==> src/rtl/sprite_scheduler_pkg.sv <==
// -----------------------------------------------------------------------------
// sprite_scheduler_pkg
// Shared definitions for the sprite scheduler slice:
//   - scheduler FSM state encoding (IDLE, CHECK, SETUP, FETCH, DONE)
//   - sprite geometry constants (16x16 sprite, 8-bit half row, mirrored)
//   - mirror_col(): maps a 0..15 sprite column to its 0..7 row-bit index
// -----------------------------------------------------------------------------
package sprite_scheduler_pkg;

  localparam int SPRITE_H = 16;
  localparam int SPRITE_W = 16;
  localparam int ROW_BITS = 8;

  typedef enum logic [2:0] {
    IDLE  = 3'd0,
    CHECK = 3'd1,
    SETUP = 3'd2,
    FETCH = 3'd3,
    DONE  = 3'd4
  } sched_state_t;

  // The ROM stores only the left half of each row; the right half replays
  // the same bits in reverse order, so column 8 reuses bit 7 and 15 reuses bit 0.
  function automatic logic [2:0] mirror_col(input logic [3:0] col);
    return col[3] ? ~col[2:0] : col[2:0];
  endfunction

endpackage

==> src/rtl/sprite_scheduler_line_unit.sv <==
// -----------------------------------------------------------------------------
// sprite_line_unit
// Per-slot line renderer: holds one fetched ROM row, an active bit and a
// 5-bit column counter, and emits a registered mirrored pixel.
// Ports:
//   clk, reset   pixel clock, synchronous active-high reset
//   i_load       write i_row into the row buffer and mark the slot active
//   i_clear      mark the slot inactive (not visible / fetch aborted)
//   i_row        ROM row data
//   i_hpos       current pixel column
//   i_x          slot left column
//   o_pix        registered pixel of this slot
// -----------------------------------------------------------------------------
module sprite_line_unit
  import sprite_scheduler_pkg::*;
(
  input  logic                clk,
  input  logic                reset,
  input  logic                i_load,
  input  logic                i_clear,
  input  logic [ROW_BITS-1:0] i_row,
  input  logic [9:0]          i_hpos,
  input  logic [9:0]          i_x,
  output logic                o_pix
);

  localparam logic [4:0] XC_IDLE = 5'(SPRITE_W);

  logic [ROW_BITS-1:0] r_row;
  logic                r_active;
  logic [4:0]          r_xc;
  logic                r_pix;
  logic                w_start;
  logic [4:0]          w_xc_eff;

  // Start is folded into the current cycle so column 0 lands one clock
  // after hpos==x instead of two.
  assign w_start  = r_active && (r_xc == XC_IDLE) && (i_hpos == i_x);
  assign w_xc_eff = w_start ? 5'd0 : r_xc;

  // Row buffer, active flag, column counter and pixel register.
  always_ff @(posedge clk) begin
    if (reset) begin
      r_row    <= '0;
      r_active <= 1'b0;
      r_xc     <= XC_IDLE;
      r_pix    <= 1'b0;
    end else if (i_load) begin
      r_row    <= i_row;
      r_active <= 1'b1;
      r_xc     <= XC_IDLE;
      r_pix    <= 1'b0;
    end else begin
      if (i_clear) begin
        r_active <= 1'b0;
      end else begin
        r_active <= r_active;
      end
      if (!w_xc_eff[4]) begin
        r_pix <= r_row[mirror_col(w_xc_eff[3:0])];
        r_xc  <= w_xc_eff + 5'd1;
      end else begin
        r_pix <= 1'b0;
        r_xc  <= r_xc;
      end
    end
  end

  assign o_pix = r_pix;

endmodule

==> src/rtl/sprite_scheduler.sv <==
// -----------------------------------------------------------------------------
// sprite_scheduler
// Shares one mirrored 16x16 sprite ROM port among NUM_SPRITES slots. On each
// load-window rising edge it checks every slot against the next scanline and
// fetches the needed ROM row; during the line it draws all slots and merges
// them into one pixel plus the lowest lit slot index.
// Optional feature macro: SPRITE_COLLISION_EN (sticky per-frame overlap flag;
// when undefined o_collision is tied low).
// Ports:
//   clk, reset            pixel clock, synchronous active-high reset
//   i_hpos, i_vpos        current pixel column / scanline
//   i_load_win            ROM fetch window (hsync region)
//   i_sprite_x/y          slot i position at [10i+9:10i]
//   i_sprite_en           slot enables
//   o_rom_slot/o_rom_yofs ROM address; i_rom_bits valid the following cycle
//   o_gfx, o_gfx_slot     merged pixel and lowest lit slot
//   o_busy                fetch sequence running
//   o_overrun             1-cycle pulse when the window closed mid-sequence
//   o_collision           sticky overlap flag (feature build only)
// -----------------------------------------------------------------------------
module sprite_scheduler
  import sprite_scheduler_pkg::*;
#(
  parameter int NUM_SPRITES = 4,
  parameter int SLOT_W      = 2,
  parameter int V_LAST      = 524
) (
  input  logic                       clk,
  input  logic                       reset,
  input  logic [9:0]                 i_hpos,
  input  logic [9:0]                 i_vpos,
  input  logic                       i_load_win,
  input  logic [10*NUM_SPRITES-1:0]  i_sprite_x,
  input  logic [10*NUM_SPRITES-1:0]  i_sprite_y,
  input  logic [NUM_SPRITES-1:0]     i_sprite_en,
  output logic [SLOT_W-1:0]          o_rom_slot,
  output logic [3:0]                 o_rom_yofs,
  input  logic [ROW_BITS-1:0]        i_rom_bits,
  output logic                       o_gfx,
  output logic [SLOT_W-1:0]          o_gfx_slot,
  output logic                       o_busy,
  output logic                       o_overrun,
  output logic                       o_collision
);

  localparam logic [SLOT_W-1:0] LAST_SLOT = SLOT_W'(NUM_SPRITES - 1);

  sched_state_t            r_state;
  logic [SLOT_W-1:0]       r_slot;
  logic                    r_load_prev;
  logic                    r_busy;
  logic                    r_overrun;
  logic [SLOT_W-1:0]       r_rom_slot;
  logic [3:0]              r_rom_yofs;

  logic [9:0]              w_tline;
  logic [9:0]              w_sel_y;
  logic [9:0]              w_dy;
  logic                    w_vis;
  logic                    w_rise;
  logic                    w_abort;
  logic [NUM_SPRITES-1:0]  w_load;
  logic [NUM_SPRITES-1:0]  w_clear;
  logic [NUM_SPRITES-1:0]  w_pix;
  logic                    w_gfx;
  logic [SLOT_W-1:0]       w_gfx_slot;

  // Visibility of the slot under inspection, against the line being prepared.
  assign w_tline = (i_vpos == 10'(V_LAST)) ? 10'd0 : i_vpos + 10'd1;
  assign w_sel_y = i_sprite_y[int'(r_slot)*10 +: 10];
  assign w_dy    = w_tline - w_sel_y;
  assign w_vis   = i_sprite_en[r_slot] && (w_dy < 10'(SPRITE_H));
  assign w_rise  = i_load_win && !r_load_prev;
  assign w_abort = ((r_state == CHECK) || (r_state == SETUP) || (r_state == FETCH)) && !i_load_win;

  // Per-slot load/clear strobes; an abort drops the current and every unchecked slot.
  always_comb begin
    w_load  = '0;
    w_clear = '0;
    for (int i = 0; i < NUM_SPRITES; i++) begin
      w_load[i]  = (r_state == FETCH) && i_load_win && (r_slot == SLOT_W'(i));
      w_clear[i] = ((r_state == CHECK) && i_load_win && !w_vis && (r_slot == SLOT_W'(i)))
                 || (w_abort && (SLOT_W'(i) >= r_slot));
    end
  end

  // Fetch sequencer with registered busy/overrun/ROM address outputs.
  always_ff @(posedge clk) begin
    if (reset) begin
      r_state     <= IDLE;
      r_slot      <= '0;
      r_load_prev <= 1'b0;
      r_busy      <= 1'b0;
      r_overrun   <= 1'b0;
      r_rom_slot  <= '0;
      r_rom_yofs  <= 4'd0;
    end else begin
      r_load_prev <= i_load_win;
      r_overrun   <= 1'b0;
      case (r_state)
        IDLE: begin
          if (w_rise) begin
            r_state <= CHECK;
            r_slot  <= '0;
            r_busy  <= 1'b1;
          end else begin
            r_busy  <= 1'b0;
          end
        end
        CHECK: begin
          if (w_abort) begin
            r_state   <= IDLE;
            r_busy    <= 1'b0;
            r_overrun <= 1'b1;
          end else if (w_vis) begin
            r_state <= SETUP;
          end else if (r_slot == LAST_SLOT) begin
            r_state <= DONE;
            r_busy  <= 1'b0;
          end else begin
            r_slot  <= r_slot + 1'b1;
          end
        end
        SETUP: begin
          if (w_abort) begin
            r_state   <= IDLE;
            r_busy    <= 1'b0;
            r_overrun <= 1'b1;
          end else begin
            r_rom_slot <= r_slot;
            r_rom_yofs <= w_dy[3:0];
            r_state    <= FETCH;
          end
        end
        FETCH: begin
          if (w_abort) begin
            r_state   <= IDLE;
            r_busy    <= 1'b0;
            r_overrun <= 1'b1;
          end else if (r_slot == LAST_SLOT) begin
            r_state <= DONE;
            r_busy  <= 1'b0;
          end else begin
            r_slot  <= r_slot + 1'b1;
            r_state <= CHECK;
          end
        end
        DONE: begin
          r_busy <= 1'b0;
          if (!i_load_win) begin
            r_state <= IDLE;
          end else begin
            r_state <= DONE;
          end
        end
        default: begin
          r_state <= IDLE;
          r_busy  <= 1'b0;
        end
      endcase
    end
  end

  for (genvar g = 0; g < NUM_SPRITES; g++) begin : g_slot
    sprite_line_unit u_line (
      .clk     (clk),
      .reset   (reset),
      .i_load  (w_load[g]),
      .i_clear (w_clear[g]),
      .i_row   (i_rom_bits),
      .i_hpos  (i_hpos),
      .i_x     (i_sprite_x[10*g +: 10]),
      .o_pix   (w_pix[g])
    );
  end

  // Priority merge: scanning downward leaves the lowest lit slot index.
  always_comb begin
    w_gfx      = |w_pix;
    w_gfx_slot = '0;
    for (int i = NUM_SPRITES - 1; i >= 0; i--) begin
      w_gfx_slot = w_pix[i] ? SLOT_W'(i) : w_gfx_slot;
    end
  end

`ifdef SPRITE_COLLISION_EN
  logic [3:0] w_pix_cnt;
  logic       w_overlap;
  logic       r_collision;

  // Count lit slots this pixel.
  always_comb begin
    w_pix_cnt = 4'd0;
    for (int i = 0; i < NUM_SPRITES; i++) begin
      w_pix_cnt = w_pix_cnt + {3'd0, w_pix[i]};
    end
  end

  assign w_overlap = (w_pix_cnt >= 4'd2);

  // Sticky overlap flag, cleared at the frame origin; a new overlap wins.
  always_ff @(posedge clk) begin
    if (reset) begin
      r_collision <= 1'b0;
    end else if (w_overlap) begin
      r_collision <= 1'b1;
    end else if ((i_vpos == 10'd0) && (i_hpos == 10'd0)) begin
      r_collision <= 1'b0;
    end else begin
      r_collision <= r_collision;
    end
  end

  // The live overlap is ORed in so the flag rises on the overlapping pixel itself.
  assign o_collision = r_collision | w_overlap;
`else
  assign o_collision = 1'b0;
`endif

  assign o_rom_slot = r_rom_slot;
  assign o_rom_yofs = r_rom_yofs;
  assign o_gfx      = w_gfx;
  assign o_gfx_slot = w_gfx_slot;
  assign o_busy     = r_busy;
  assign o_overrun  = r_overrun;

endmodule
==> config.mk <==
export PLATFORM = sky130hd
export DESIGN_NAME = sprite_scheduler
export DESIGN_NICKNAME = d
export VERILOG_FILES = /design/src/rtl/sprite_scheduler_pkg.sv /design/src/rtl/sprite_scheduler_line_unit.sv /design/src/rtl/sprite_scheduler.sv
export SDC_FILE = /design/constraint.sdc
export NUM_CORES = 1
export LEC_CHECK = 0
export ABC_AREA = 1
export CAP_MARGIN = 10
export CELL_PAD_IN_SITES_DETAIL_PLACEMENT = 1
export CELL_PAD_IN_SITES_GLOBAL_PLACEMENT = 1
export CORE_ASPECT_RATIO = 0.7
export CORE_UTILIZATION = 30
export CTS_BUF_LIST = sky130_fd_sc_hd__clkbuf_4
export CTS_CLUSTER_DIAMETER = 80
export CTS_CLUSTER_SIZE = 28
export DETAILED_ROUTE_END_ITERATION = 7
export DONT_BUFFER_PORTS = 1
export HOLD_SLACK_MARGIN = 0.08
export PLACE_DENSITY_LB_ADDON = 0.25
export SYNTH_ARGS = -nofsm -noshare
export SYNTH_HDL_FRONTEND = slang
export SYNTH_HIERARCHICAL = 1
export SYNTH_SLANG_ARGS = --single-unit
==> constraint.sdc <==
create_clock -name clk -period 4.58 [get_ports clk]
set_clock_uncertainty 0.2 [all_clocks]
set_input_delay 0.687 -clock clk [delete_from_list [all_inputs] [get_ports clk]]
set_output_delay 0.687 -clock clk [all_outputs]
set_load 0.01 [all_outputs]
Yosys cells after proc, flatten, opt, wreduce, memory -nomap -nowiden. Cells that the tools add are included.

Input bits: 115. Flip-flop bits (word level): 74. Output and inout port bits: 12. Logic and storage cells: 182.

$mul: 1. Eq/ne operators: 23. Add/sub/neg operators: 7. Reduce and logical (&&, ||, !) cells: 57. Shift-type cells: 1. Mux-type cells: 54. Bitwise gates (word level): 6. Order comparisons: 10.

Operators with widths (count): == test 10 bit (4); indexed part select 40 x 7 -> 10 bit (1); 2-to-1 mux 3 bit (11); logical AND 1 bit (26); adder 5 x 1 -> 5 bit, second input constant (4); == test 5 bit, second input constant (4); 2-to-1 mux 1 bit (20); 2-to-1 mux 2 bit (10); 2-to-1 mux 5 bit (4); less-than comparator 3 x 4 -> 1 bit, second input constant (4); one-hot mux 3 bit (5 select lines) (1); OR reduction 3 bit (5); binary-select mux 1 bit (select 3 bit) (4); inverter 3 bit (4); adder 10 x 1 -> 10 bit, second input constant (1); == test 10 bit, second input constant (1); less-than comparator 10 x 5 -> 1 bit, second input constant (1); 2-to-1 mux 10 bit (1); != test 2 bit, second input constant (5); OR reduction 2 bit (5); subtractor 10 bit (1); nonzero test 2 bit (4); == test 3 x 2 -> 1 bit, second input constant (2); logical OR 1 bit (6); 22 further kinds (30).

Logic depth before layout (Yosys ltp). Gate-level depths: netlist of the first run.

Word-level depth: 11. Depth in mapped cells: 23. Depth with buffers taken out: 23.

By module. Netlist of the first run, hierarchy kept.

Modules (own cells, without submodules): sprite_line_unit (seq. area each 300.3 sq um, times used 4, cells each 152, area an instance 935.9 sq um); sprite_scheduler (seq. area each 280.3 sq um, times used 1, cells each 318, area an instance 1834.3 sq um).

Least setup slack after synthesis of the first run. No wires, ideal clock.

Path kind: input -> register. Start: input port i_vpos[0]. End: register g_slot[1].u_line.r_active. Slack: 1.369 ns. Cell stages on the path: 22. Library setup time: 0.132 ns. Buffers on the path: 0. Data required time: 4.248 ns. Data arrival time: 2.878 ns. Path through: ha_1 -> nand2_1 -> nor2_1 -> inv_1 -> nor2_1 -> nand3_1 -> nor2_1 -> xnor2_1 -> inv_1 -> ha_1 -> nand2_1 -> nor2_1 -> nand3_1 -> and3_1 -> nand2_1 -> nand2_2 -> nand2_1 -> nand2_2 -> o21ai_0 -> inv_1 -> nand2_1 -> a21oi_1.

Cells in the longest elaborated chain, start to end: 10. Elaborated cells on any way between the ends: 11. Classes of those cells: add/sub: 2; order compare: 1; eq/ne: 1; mux: 1; reduce/logical: 6.

Ends and longest elaborated chain: from (decl) (RTL line sprite_scheduler.sv:31) `input logic [9:0] i_vpos,`; adder 10 x 1 -> 10 bit or == test 10 bit (tied branches) (RTL line sprite_scheduler.sv:69) `assign w_tline = (i_vpos == 10'(V_LAST)) ? 10'd0 : i_vpos + 10'd1;`; 2-to-1 mux 10 bit (*) (RTL line sprite_scheduler.sv:69); subtractor 10 bit (*) (RTL line sprite_scheduler.sv:71) `assign w_dy = w_tline - w_sel_y;`; less-than comparator 10 x 5 -> 1 bit (*) (RTL line sprite_scheduler.sv:72) `assign w_vis = i_sprite_en[r_slot] && (w_dy < 10'(SPRITE_H));`; logical AND 1 bit (*) (RTL line sprite_scheduler.sv:72); zero test 1 bit (*) (RTL line sprite_scheduler.sv:82) `w_clear[i] = ((r_state == CHECK) && i_load_win && !w_vis && (r_slot == SLOT_W'(i)))`; logical AND 1 bit (*) (2 in series) (RTL line sprite_scheduler.sv:82); logical OR 1 bit (*) (RTL line sprite_scheduler.sv:83) `|| (w_abort && (SLOT_W'(i) >= r_slot));`; net w_clear[1] (RTL line sprite_scheduler.sv:63) `logic [NUM_SPRITES-1:0] w_clear;`; nonzero test 2 bit (no source line) (*); to (signal assigned) (RTL line sprite_scheduler_line_unit.sv:57) `r_active <= r_active;`; to (decl) (RTL line sprite_scheduler_line_unit.sv:30) `logic r_active;`.

The timed path passes the listed nets; every way through them passes the cells marked *. A chain may end at the register's enable or synchronous reset.

Worst setup path after layout of the first run.
Start: register r_slot[1]. End: register g_slot[3].u_line.r_active.

Cells in the longest elaborated chain, start to end: 10. Elaborated cells on any way between the ends: 17. Classes of those cells: add/sub: 1; mul: 1; order compare: 2; eq/ne: 1; shift: 1; mux: 3; reduce/logical: 8.

Ends and longest elaborated chain: from (decl) (RTL line sprite_scheduler.sv:49) `logic [SLOT_W-1:0] r_slot;`; from (signal assigned) (RTL line sprite_scheduler.sv:121) `r_slot <= r_slot + 1'b1;`; from (signal assigned) (RTL line sprite_scheduler.sv:144) `r_slot <= r_slot + 1'b1;`; multiplier 2 x 3 -> 5 bit (RTL line sprite_scheduler.sv:70) `assign w_sel_y = i_sprite_y[int'(r_slot)*10 +: 10];`; indexed part select 40 x 7 -> 10 bit (RTL line sprite_scheduler.sv:70); subtractor 10 bit (RTL line sprite_scheduler.sv:71); less-than comparator 10 x 5 -> 1 bit (RTL line sprite_scheduler.sv:72); logical AND 1 bit (RTL line sprite_scheduler.sv:72); zero test 1 bit (RTL line sprite_scheduler.sv:82); logical AND 1 bit (2 in series) (RTL line sprite_scheduler.sv:82); logical OR 1 bit (*) (RTL line sprite_scheduler.sv:83); net w_clear[3] (RTL line sprite_scheduler.sv:63); nonzero test 2 bit (no source line) (*); to (signal assigned) (RTL line sprite_scheduler_line_unit.sv:57); to (decl) (RTL line sprite_scheduler_line_unit.sv:30).

The timed path passes the listed nets; every way through them passes the cells marked *. The select of a mux whose other input is x is not followed.

==> results.json, run 1 <==
{
  "worstPathRequired_ps": 4750,
  "core-area_um2": 18100,
  "grt_pass1_wl_um": 26000,
  "port-buffer-count": 0,
  "die_width_um": 165,
  "cts_tree": "done",
  "yosys-top-cells-area": "dfxtp_1, nand2_1, inv_1",
  "power_mw": 1.57,
  "rsz0062_at_grt": "no",
  "tns_ps": 0,
  "cts_resized": 0,
  "netlist_top_cells_count": "nand2_1, inv_1, nor2_1, dfxtp_1, a21oi_1",
  "status": "complete, no violations",
  "reg2reg_depth": 19,
  "fin_util_pct": 32.8,
  "clk_transition_reported_paths_ps": 140,
  "crit_type": "reg2reg",
  "synth_cell_types": 38,
  "first_iter_violations": 260,
  "fin_crit_ps": 3520,
  "drt_wl_total_um": 16200,
  "die_area_um2": 19200,
  "worstHoldPathCells": 1,
  "post-route-period-util_pct": 76.9,
  "htree_levels": 3,
  "wire_per_inst_um": 13.9,
  "hold_viol_final": 0,
  "postCtsSetupBuffers": 0,
  "gp_congestion": 0.861,
  "hold_buffers": 1,
  "hp-class": "in2reg",
  "syn_inst": 926,
  "initial_core_util_pct": 30.8,
  "clock_latency_ps": 440,
  "layout.nets": 1052,
  "fin_cells": 1162,
  "placed_cells": 1144,
  "vias_per_cell": 4.69,
  "ant_nets": 0,
  "async_flop_share_pct": 0,
  "start_kind": "flip-flop",
  "diodes": 0,
  "clock_path_buffers": 2,
  "cp.arrival_ps": 3690,
  "cp-end-kind": "flip-flop",
  "maxCapViolCount": 0,
  "synth_flop_cell": "dfxtp_1",
  "cts_root_buffer": "clkbuf_4",
  "syn_area_um2": 5580,
  "max_slew_margin_pct": 52.1,
  "setup_viol": 0,
  "drc": 0,
  "yosysMostFrequentCell": "nand2_1",
  "syn_nets": 1057,
  "grt.total_usage_pct": 17.2,
  "avgSynthCellArea_um2": 6.02,
  "tightest_slew_ps": 718,
  "path_max_fanout": 23,
  "synth_enable_flop_cells": 0,
  "ys_ff_latch": 74,
  "die_y_um": 116,
  "antenna_found_initial": 0,
  "ys_seq_area_share_pct": 26.6,
  "first_pass_iters": 4,
  "grt_pass1_vias": 5188,
  "vdd_drop_max_mv": 0.109,
  "drive_gt1_share_pct": 7.99,
  "powerDensity_nw_per_um2": 264,
  "yosysTopAreaCellShare_pct": 26.6,
  "leakage_nw": 2.93,
  "grt_start_max_net_pins": 42,
  "hpwl_um": 13200,
  "maxSlewViolCount": 0,
  "clock-sinks": 74,
  "pin_count": 127,
  "gr-total-overflow": 0,
  "cts_buffers": 9,
  "fp-row-count": 41,
  "syn_to_final_growth_pct": 6.42,
  "netlist.top_cell.by_area": "dfxtp_1",
  "fmax_ghz": 0.284,
  "yosysWarnings": 6,
  "hold-worst-slack_ps": 120,
  "vias": 5452
}
[cells in the final DEF, fill, tap and decap left out, types with 2 or more instances in the layout]
| cell | instances |
|---|---|
| nand2_1 | 298 |
| inv_2 | 18 |
| nand3_1 | 34 |
| dfxtp_1 | 74 |
| nand3_2 | 5 |
| buf_4 | 2 |
| xnor2_2 | 4 |
| nor3_1 | 11 |
| ha_1 | 15 |
| dlygate4sd3_1 | 2 |
| a21oi_2 | 5 |
| nand2_2 | 7 |
| nand4_1 | 7 |
| nor2_2 | 13 |
| xnor2_1 | 10 |
| nor2_4 | 4 |
| a21oi_1 | 59 |
| a32o_1 | 8 |
| clkbuf_4 | 9 |
| clkinv_1 | 2 |
| a211oi_1 | 17 |
| o211ai_1 | 20 |
| o22ai_1 | 2 |
| clkinvlp_4 | 2 |
| xor2_1 | 16 |
| nor2_1 | 85 |
| o21ai_0 | 18 |
| inv_1 | 164 |
| clkinv_4 | 2 |
| a31o_2 | 2 |
| o21bai_1 | 2 |
[per-stage QoR]
| step | instance area, µm² | worst slack [ps] |
|---|---|---|
| 2_1_floorplan | 5580 | 1370 |
| 3_3_place_gp | 5780 | 1050 |
| 3_5_place_dp | 5780 | 1070 |
| 4_1_cts | 5930 | 1020 |
| 5_1_grt | 5940 | 582 |
| 6_report | 5940 | 1060 |
[critical path, cell delays in order (launching register included)]
cell     delay, ps
dfxtp_1        410
inv_1          560
o21ai_0        190
o22ai_1        180
ha_1           200
inv_1           90
fa_1           420
nand3_1        110
nand2_1         80
nand2_1         60
nand3_1         80
nor2_1         110
nand4_1         90
nor2_2         140
nand2_1        100
nand2_2        110
o21ai_0         90
inv_1           60
nand2_1         40
a21oi_1        110
[worst paths after layout]
check,start,endpoint,slack (ps)
setup reg to reg,r_slot[1]$_SDFFE_PP0P_,g_slot[3].u_line/r_active$_SDFFE_PP0P_,1060
setup / recovery,r_slot[1]$_SDFFE_PP0P_,g_slot[3].u_line/r_active$_SDFFE_PP0P_,1060
hold / removal,reset,g_slot[2].u_line/r_row[1]$_SDFFE_PP0P_,120
hold reg to reg,g_slot[2].u_line/r_row[3]$_SDFFE_PP0P_,g_slot[2].u_line/r_row[3]$_SDFFE_PP0P_,260
[cell type report]
type	count	area (µm²)
clock inverter	7	70.1
clock buffer	9	67.6
inverter	182	683
multi-input combinational	650	3300
fill	2414	12200
tap	236	295
timing repair buffer	4	35.0
sequential	74	1480
[cells by family (layout without fill, tap and decap cells)]
kind of cell	Yosys count	in the layout	synth area share, %
adders and majority gates	16	16	3.72
xor gates and xnor gates	30	30	5.25
buffers and inverters	202	202	14.2
other	1	1	0.0672
AOI/OAI and AO/OA	136	136	15.3
DFF	74	74	26.6
and+or+nand+nor	467	467	34.9
[power breakdown]
part	total [mW]	internal [mW]	switching (mW)	leakage (nW)
clock network	0.412	0.164	0.248	0.0672
logic	0.493	0.180	0.312	2.26
registers	0.662	0.651	0.0107	0.597
total	1.57	0.996	0.571	2.93
[registers in the layout (all words and copies together) (netlist names)]
name	cells
r_load_prev	1
o_busy	1
g_slot.u_line/r_row	32
r_state	3
g_slot.u_line/o_pix	4
o_rom_yofs	4
r_slot	2
o_rom_slot	2
g_slot.u_line/r_xc	20
g_slot.u_line/r_active	4
o_overrun	1
[layer usage]
layer	share of wire, %	global-route usage (%)	vias to the layer above
met3	6.0	3.94	12
met4	0.81	3.06	0
li1	-	-	2865
met5	0	0	-
met1	54	25.8	2462
met2	39	24.9	113
No activity file was read; power rests on OpenSTA's default activity.
==> run 2, diff against run 1 <==
==> constraint.sdc (replaced) <==
create_clock -name clk -period 3.35 [get_ports clk]
set_clock_uncertainty 0.2 [all_clocks]
set_input_delay 0.5025 -clock clk [delete_from_list [all_inputs] [get_ports clk]]
set_output_delay 0.5025 -clock clk [all_outputs]
set_load 0.01 [all_outputs]
==> run 2 against run 1 <==
Combinational power rose by 49%. Flip-flop and latch count stayed put. Register-to-register slack lost 730 ps. Largest cell class unchanged. Sequential share of layout area fell by 0.64 points. Die area unchanged. Cell count is 1.4% higher. Count of clock-buffer cells in the layout increased by 2. Core utilization is 0.88 points higher. Largest power group unchanged. Highest routed layer unchanged. Critical path type unchanged. Non-clock buffer count grew 16. Sequential power rose by 37%.
==> results.json, run 2 (synthesized netlist as in run 1, its figures left out) <==
{
  "rsz0062_at_grt": "no",
  "die_width_um": 165,
  "setup_viol": 0,
  "gp_congestion": 0.826,
  "clock_latency_ps": 460,
  "critPathSlowestCell": "dfxtp_2",
  "leakage_nw": 3.00,
  "die_y_um": 116,
  "nFillCells": 2427,
  "cts_tree": "done",
  "layout.nets": 1068,
  "syn_to_final_growth_pct": 9.29,
  "layout_commonest_cell": "nand2_1",
  "ant_nets": 0,
  "most-common-layout-cells": "nand2_1, inv_1, nor2_1",
  "largest-register": "g_slot.u_line/r_row",
  "clock-sinks": 74,
  "hold-worst-slack_ps": 130,
  "path_cells": "buf_12, nand2_1, a32o_1, ha_1, nand2_1, nand2_1, nand3_1, nand2_1, nand2_1, and3_1, nand2_1, nand2_2, nand2_1, nand2_2, o21ai_0, inv_1, nand2_1, a21oi_1",
  "worstPathBufferInverterCount": 2,
  "cts_root_buffer": "clkbuf_4",
  "largestRegisters": "g_slot.u_line/r_row (32), g_slot.u_line/r_xc (20)",
  "first_iter_violations": 279,
  "drc": 0,
  "grt_pass1_vias": 5393,
  "grt.total_usage_pct": 17.9,
  "powerDensity_nw_per_um2": 352,
  "wire_per_inst_um": 13.9,
  "clock_path_buffers": 2,
  "grt_start_max_net_pins": 46,
  "path_common_cell": "nand2_1",
  "wl_met2_um": 6570,
  "largest_register_ffs": 32,
  "htree_levels": 3,
  "met3_length_um": 878,
  "antenna_found_initial": 0,
  "diodes": 0,
  "tightest_slew_ps": 663,
  "die_area_um2": 19200,
  "cp.arrival_ps": 3180,
  "vdd_drop_max_mv": 0.223,
  "start_kind": "flip-flop",
  "vias": 5501,
  "post-route-period-util_pct": 90.2,
  "maxCapViolCount": 0,
  "port-buffer-count": 0,
  "path_delay_family": "simple AND/OR/NAND/NOR gates",
  "drive_gt1_share_pct": 9.02,
  "dr.max_layer_used": "met4",
  "slowest_delay_ps": 470,
  "first_pass_iters": 4,
  "cts_buffers": 9,
  "postPlaceCellArea_um2": 5860,
  "status": "complete, no violations",
  "drt-met1-wl_um": 8800,
  "gr-total-overflow": 0,
  "pin_count": 127,
  "cp-end-kind": "flip-flop",
  "hp-class": "in2reg",
  "crit_type": "reg2reg",
  "hold_viol_final": 0,
  "maxSlewViolCount": 0,
  "path_max_fanout": 19,
  "fp-row-count": 41,
  "tns_ps": 0,
  "hpwl_um": 13300,
  "clk_transition_reported_paths_ps": 130,
  "fmax_ghz": 0.331,
  "drt_wl_total_um": 16300,
  "max_slew_margin_pct": 55.8,
  "initial_core_util_pct": 30.8,
  "grt_pass1_wl_um": 26900,
  "worstPathRequired_ps": 3500,
  "fin_area_um2": 6100,
  "rrSetupSlack_ps": 330,
  "fin_crit_ps": 3020,
  "vias_per_cell": 4.67,
  "core-area_um2": 18100
}
-- run 2: final cells by class --
type,instances,area (µm²),share of cell area (%)
Timing Repair Buffer,20,213,3.49
Multi-Input combinational cell,650,3310,54.2
Clock buffer,11,82.6,1.35
Tap cell,236,295,4.84
Clock inverter,5,31.3,0.513
Sequential cell,74,1480,24.3
Inverter,182,686,11.2
-- run 2: where the power goes --
part / total (mW) / switching [mW] / internal [mW]
logic: 0.736 / 0.454 / 0.282
clock network: 0.505 / 0.340 / 0.165
registers: 0.906 / 0.0148 / 0.891
-- run 2: worst paths after layout --
| kind | cells past startpoint | start | end |
|---|---|---|---|
| setup / recovery | 18 | r_slot[0]$_SDFFE_PP0P_ | g_slot[3].u_line/r_active$_SDFFE_PP0P_ |
| hold / removal | 3 | reset | r_slot[1]$_SDFFE_PP0P_ |
| setup reg to reg | 18 | r_slot[0]$_SDFFE_PP0P_ | g_slot[3].u_line/r_active$_SDFFE_PP0P_ |
| hold reg to reg | 2 | g_slot[2].u_line/r_row[3]$_SDFFE_PP0P_ | g_slot[2].u_line/r_row[3]$_SDFFE_PP0P_ |
-- run 2: routing by layer --
layer	track usage, %	up-vias
li1	-	2897
met1	26.2	2492
met2	26.6	104
met3	4.51	8
met4	2.87	0
met5	0	-
-- run 2: stage by stage --
step / util, % / setup WS (ps) / power (mW) / cells
floorplan: - / 180 / 1.45 / 926
global placement: 32.3 / 112 / 1.63 / 1151
global route: 33.7 / 25.4 / 2.32 / 1178
CTS: 33.6 / 102 / 2.18 / 1178
detailed placement: 32.3 / 6.46 / 1.63 / 1151
finish: 33.7 / 327 / 2.15 / 1178
-- run 2: repair_timing --
| action | CTS | global route |
|---|---|---|
| gates resized for setup | 0 | 3 |
| hold buffers | 11 | 0 |
| hold endpoints to repair | 50 | 0 |
| setup buffers | 0 | 0 |
| setup endpoints to repair | 0 | 9 |
-- run 2: worst min-delay path, stage by stage --
cell	delay [ps]
inv_1	120
nand2_1	110
nor2_1	30
